[config.mk]
export PLATFORM = sky130hd
export DESIGN_NAME = conv_layer_sequencer
export DESIGN_NICKNAME = d
export VERILOG_FILES = /design/src/rtl/conv_layer_sequencer.sv
export SDC_FILE = /design/constraint.sdc
export NUM_CORES = 2
export LEC_CHECK = 0
export ABC_AREA = 1
export BUFFER_PORTS_ARGS = -buffer_cell sky130_fd_sc_hd__buf_2
export CAP_MARGIN = 30
export CORE_AREA = 2 2 630 632
export DETAILED_ROUTE_END_ITERATION = 8
export DIE_AREA = 0 0 632 634
export PLACE_DENSITY = 0.3
export SETUP_SLACK_MARGIN = 0.3
export SLEW_MARGIN = 20
export SYNTH_ARGS = -nofsm -noshare
export SYNTH_HDL_FRONTEND = slang
export SYNTH_SLANG_ARGS = --single-unit
[constraint.sdc]
create_clock -name clk -period 5.5 [get_ports clk]
set_input_delay 0 -clock clk [delete_from_list [all_inputs] [get_ports clk]]
set_output_delay 0 -clock clk [all_outputs]
set_load 0.05 [all_outputs]
[src/rtl/conv_layer_sequencer.sv]
// conv_layer_sequencer: runs one convolution layer by reusing a single
// conv_module across NUM_FILTERS binary filters.
//   start/in_data/filter_bank : layer request, sampled on an accepted start
//   conv_start/conv_in/conv_filter/conv_out/conv_end : conv_module handshake
//   filt_idx/result/busy/done/result_valid/error : layer progress and status
module conv_layer_sequencer #(
    parameter int NUM_FILTERS = 4,
    parameter int IN_W        = 576,
    parameter int FILT_W      = 25,
    parameter int OUT_W       = 64,
    parameter int TIMEOUT     = 255
) (
    input  logic                         clk,
    input  logic                         reset,
    input  logic                         start,
    input  logic [IN_W-1:0]              in_data,
    input  logic [NUM_FILTERS*FILT_W-1:0] filter_bank,
    output logic                         conv_start,
    output logic [IN_W-1:0]              conv_in,
    output logic [FILT_W-1:0]            conv_filter,
    input  logic [OUT_W-1:0]             conv_out,
    input  logic                         conv_end,
    output logic [3:0]                   filt_idx,
    output logic [NUM_FILTERS*OUT_W-1:0] result,
    output logic                         busy,
    output logic                         done,
    output logic                         result_valid,
    output logic                         error
);

    localparam int CW = $clog2(TIMEOUT + 1);

    localparam logic [1:0] S_IDLE   = 2'd0;
    localparam logic [1:0] S_LAUNCH = 2'd1;
    localparam logic [1:0] S_WAIT   = 2'd2;
    localparam logic [1:0] S_DONE   = 2'd3;

    localparam logic [3:0]    LAST_IDX = 4'(NUM_FILTERS - 1);
    // Counter holds 0 in the first WAIT cycle, so the abort edge closes
    // the TIMEOUT-th WAIT cycle.
    localparam logic [CW-1:0] CNT_LAST = CW'(TIMEOUT - 1);

    logic [1:0]                    state_q, state_d;
    logic [CW-1:0]                 cnt_q, cnt_d;
    logic [3:0]                    filt_idx_q, filt_idx_d;
    logic                          conv_start_q, conv_start_d;
    logic                          busy_q, busy_d;
    logic                          done_q, done_d;
    logic                          result_valid_q, result_valid_d;
    logic                          error_q, error_d;
    logic [NUM_FILTERS*OUT_W-1:0]  result_q, result_d;
    logic [IN_W-1:0]               in_q, in_d;
    logic [NUM_FILTERS*FILT_W-1:0] bank_q, bank_d;
    logic [FILT_W-1:0]             conv_filter_q, conv_filter_d;

    always_comb begin
        state_d        = state_q;
        cnt_d          = cnt_q;
        filt_idx_d     = filt_idx_q;
        result_valid_d = result_valid_q;
        error_d        = error_q;
        result_d       = result_q;
        in_d           = in_q;
        bank_d         = bank_q;
        conv_filter_d  = conv_filter_q;

        case (state_q)
            S_IDLE: begin
                if (start) begin
                    in_d           = in_data;
                    bank_d         = filter_bank;
                    result_valid_d = 1'b0;
                    error_d        = 1'b0;
                    filt_idx_d     = 4'd0;
                    conv_filter_d  = filter_bank[FILT_W-1:0];
                    state_d        = S_LAUNCH;
                end
            end
            S_LAUNCH: begin
                cnt_d   = '0;
                state_d = S_WAIT;
            end
            S_WAIT: begin
                cnt_d = cnt_q + 1'b1;
                // A conv_end on the timeout edge still counts as a result.
                if (conv_end) begin
                    result_d[32'(filt_idx_q)*OUT_W +: OUT_W] = conv_out;
                    if (filt_idx_q == LAST_IDX) begin
                        result_valid_d = 1'b1;
                        state_d        = S_DONE;
                    end else begin
                        filt_idx_d    = filt_idx_q + 4'd1;
                        conv_filter_d = bank_q[32'(filt_idx_d)*FILT_W +: FILT_W];
                        state_d       = S_LAUNCH;
                    end
                end else if (cnt_q == CNT_LAST) begin
                    error_d = 1'b1;
                    state_d = S_IDLE;
                end
            end
            default: begin
                state_d = S_IDLE;
            end
        endcase

        // Status outputs are registered copies of the next state.
        conv_start_d = (state_d == S_LAUNCH);
        busy_d       = (state_d != S_IDLE);
        done_d       = (state_d == S_DONE);
    end

    always_ff @(posedge clk) begin
        if (reset) begin
            state_q        <= S_IDLE;
            cnt_q          <= '0;
            filt_idx_q     <= 4'd0;
            conv_start_q   <= 1'b0;
            busy_q         <= 1'b0;
            done_q         <= 1'b0;
            result_valid_q <= 1'b0;
            error_q        <= 1'b0;
            result_q       <= '0;
            in_q           <= '0;
            bank_q         <= '0;
            conv_filter_q  <= '0;
        end else begin
            state_q        <= state_d;
            cnt_q          <= cnt_d;
            filt_idx_q     <= filt_idx_d;
            conv_start_q   <= conv_start_d;
            busy_q         <= busy_d;
            done_q         <= done_d;
            result_valid_q <= result_valid_d;
            error_q        <= error_d;
            result_q       <= result_d;
            in_q           <= in_d;
            bank_q         <= bank_d;
            conv_filter_q  <= conv_filter_d;
        end
    end

    assign conv_start   = conv_start_q;
    assign conv_in      = in_q;
    assign conv_filter  = conv_filter_q;
    assign filt_idx     = filt_idx_q;
    assign result       = result_q;
    assign busy         = busy_q;
    assign done         = done_q;
    assign result_valid = result_valid_q;
    assign error        = error_q;

endmodule

==> key figures <==
Outcome
  – Status: completed

Route
  – Drt drc: 0
  – Wire length on met2: 159000 um
  – Number of routed nets with antenna violations: 0
  – Final WL: 332900 um
  – Iteration-0 DRC Markers: 2624
  – DRT met1 WL: 131200 um
  – Wire length on met3: 30560 um
  – Vias: 47400
  – Vias/cell: 3.557
  – Average routed wire per standard cell: 24.98 um
  – TritonRoute pass-1 iters: 6
  – Top Metal Used: met5

Place
  – PortBufs: 1609
  – Final HPWL DP: 270500 um
  – Gp weighted congestion: 0.8877

Floorplanning
  – Initial core utilization: 9.710%
  – Die W: 632 um
  – # rows: 231
  – Die Ht: 634 um
  – Core area: 394200 um^2
  – Die ar.: 400700 um^2
  – Io pins: 1610

Clocking
  – CTS sink count: 976
  – CTS tree: done
  – Post-CTS Repair Setup Buffers: 0
  – Num CTS Buffers: 144
  – Clk root buf: clkbuf_16
  – Clock Pin Slew Worst Setup and Hold Paths: 0.06 ns
  – Deepest clock path buffer count: 4
  – CTS resizes: 0
  – Worst-Skew Late Latency: 0.84 ns
  – CTS Hold Buffers Added: 1066
  – H-tree levels: 4

Worst setup path
  – CP Class: register to register
  – Worst setup SP type: register
  – Max FO, Critical Path: 37
  – Slowest cell delay on critical path: 0.56 ns
  – CP top delay family: simple AND/OR/NAND/NOR gates
  – Setup crit start: filt_idx[0]$_SDFFE_PP0P_
  – Buf/Inv on CP: 4
  – R2R setup slack: 1.88 ns
  – Cells on worst reg2reg path: 10
  – Most Frequent Cell on Critical Path: nand2_1
  – Arrival @ worst endpoint: 4.36 ns
  – Critical Path, Cell by Cell: inv_4 > ha_4 > inv_6 > nand2_1 > nor3_4 > nand3_4 > buf_4 > nand2_1 > inv_1 > nor2_1
  – Slowest-stage cell, CP: nand3_4
  – RR Startpoint: filt_idx[0]$_SDFFE_PP0P_
  – Crit end category: register
  – Worst EP required: 6.25 ns
  – Worst flop-to-flop path endpoint: result[44]$_SDFFE_PP0P_
  – Crit path depth: 10

Layout
  – Layout Nets: 8592
  – Layout cells sized above 1: 24.37%
  – Commonest non-fill, non-tap cell in the layout: nor2_1
  – Most frequent cells in the layout: 1682 x nor2_1, 1614 x buf_2, 1066 x dlygate4sd3_1, 975 x dfxtp_1, 759 x o21ai_0
  – P&R area growth vs syn: 76.69%
  – # fillers: 45390

Yosys
  – Syn Nets: 6128
  – Number of cells produced by synthesis: 5375
  – Most common flop cell mapped by yosys: dfxtp_1
  – Mapped cell area: 38280 um^2
  – Asr flop ratio synth: 0%
  – Yosys warnings: 0
  – Synth Area per Inst: 7.122 um^2
  – Library cells used by synthesis: 30
  – Register area share after synthesis: 51.04%
  – Synth Register Bits: 976
  – EDFF count, synth: 0

Global route
  – GRT overflow: 0
  – Vias in the first global route: 47060
  – Global Route Usage Sum: 15.86%
  – Initial antenna violation count: 312
  – First-pass GRT wire length: 434700 um
  – Largest net degree at the start of global routing: 165

Min path
  – Hold Crit Start: in_data[456]
  – Hold Path Class: input pin to register
  – Hold Path End: conv_in[456]$_SDFFE_PP0P_
  – Hold path depth: 4

Timing
  – RSZ-0062 raised after global routing: no
  – Final setup fails: 0
  – Min Hold Slack: 0.07310 ns
  – Fin. max-slew vios: 0
  – Tcrit/Tclk final: 65.75%
  – Final setup TNS: 0 ns
  – Worst rel slew slack: 20.31%
  – Fmax: 276.5 MHz
  – Max Clock Skew: 0.04083 ns
  – Worst slew pin tran: 1.195 ns
  – Final Hold Fails: 0
  – Final Critical Period: 3.616 ns

Pwr
  – PwrDens: 372.8 nW/um^2
  – VDD IR max: 0.2174 mV
  – Leak pwr: 29.44 nW

Job
  – Max_cap viols: 0
-- cell families after synthesis --
logic type,Yosys count,share of synthesized area (%)
xor+xnor,3,0.1177
buf+inv,670,7.204
flops,976,51.04
compound gates,1010,13.23
simple gates,2707,28.11
fa+ha+maj,9,0.2942
-- routing by layer --
| layer | track usage (%) | vias to the layer above |
|---|---|---|
| li1 | - | 22290 |
| met1 | 17.99 | 22650 |
| met2 | 27.30 | 1797 |
| met3 | 6.132 | 567 |
| met4 | 4.774 | 98 |
| met5 | 0 | - |
-- how the worst max path moves through the flow --
stage | end | slack (ns)
after CTS | result[240]$_SDFFE_PP0P_ | 1.86
after floorplan | result[10]$_SDFFE_PP0P_ | 2.74
after detailed placement | result[240]$_SDFFE_PP0P_ | 1.90
after global placement | result[240]$_SDFFE_PP0P_ | 1.90
after global routing | result[240]$_SDFFE_PP0P_ | 1.62
final | result[44]$_SDFFE_PP0P_ | 1.88
-- tightest hold or removal path: cells and delay by family --
family | cells | cell delay, ns
AO/OA/AOI/OAI | 1 | 0.08
buffers and inverters | 2 | 0.70
AND/OR/NAND/NOR | 1 | 0.08
-- stage by stage --
| stage | power, mW | instance area [um^2] | setup slack, ns | cells | utilization, % |
|---|---|---|---|---|---|
| after floorplan | 12.56 | 38280 | 2.745 | 5375 | - |
| after global placement | 15.18 | 51870 | 1.896 | 11860 | 13.16 |
| after detailed placement | 15.19 | 51930 | 1.902 | 11870 | 13.17 |
| after CTS | 25.83 | 67270 | 1.858 | 13190 | 17.06 |
| after global routing | 26.50 | 67430 | 1.618 | 13240 | 17.10 |
| final | 25.21 | 67640 | 1.884 | 13320 | 17.16 |
-- power by group --
part,internal (mW),total [mW],switching [mW]
registers,7.87,8.31,0.435
logic,1.88,7.39,5.52
clock network,5.56,9.51,3.95
-- registers in the layout, indices dropped and copies added (netlist names), 2 cells and up --
register     cells
state_q          2
conv_filter     25
bank_q         100
conv_in        576
cnt_q            8
result         256
filt_idx         4
-- synth_stat cells (2+ instances only) --
library cell | n | area [um^2]
inv_2 | 4 | 15.01
inv_1 | 232 | 870.8
buf_1 | 34 | 127.6
buf_6 | 6 | 67.56
clkbuf_1 | 272 | 1021
a21oi_1 | 246 | 1231
buf_4 | 18 | 135.1
nor2_1 | 1684 | 6321
nand2_1 | 647 | 2429
dfxtp_1 | 976 | 19540
nand4_1 | 74 | 462.9
buf_2 | 104 | 520.5
nand3_1 | 289 | 1446
nand2_2 | 2 | 12.51
ha_1 | 9 | 112.6
o21ai_0 | 760 | 3804
a211oi_1 | 2 | 15.01
nor3_2 | 2 | 20.02
nor3_1 | 3 | 15.01
-- layout make-up --
type                            count  area, um^2  area share, %
Clock inverter                     46       469.2         0.6937
Sequential cell                   976       19540          28.89
Timing Repair Buffer             2752       19550          28.90
Antenna cell                      137       342.8         0.5069
Multi-Input combinational cell   3729       16070          23.76
Tap cell                         5242        6559          9.697
Inverter                          236       910.9          1.347
Clock buffer                      206        4199          6.208
Note: power is estimated with default switching activity, not from simulation.
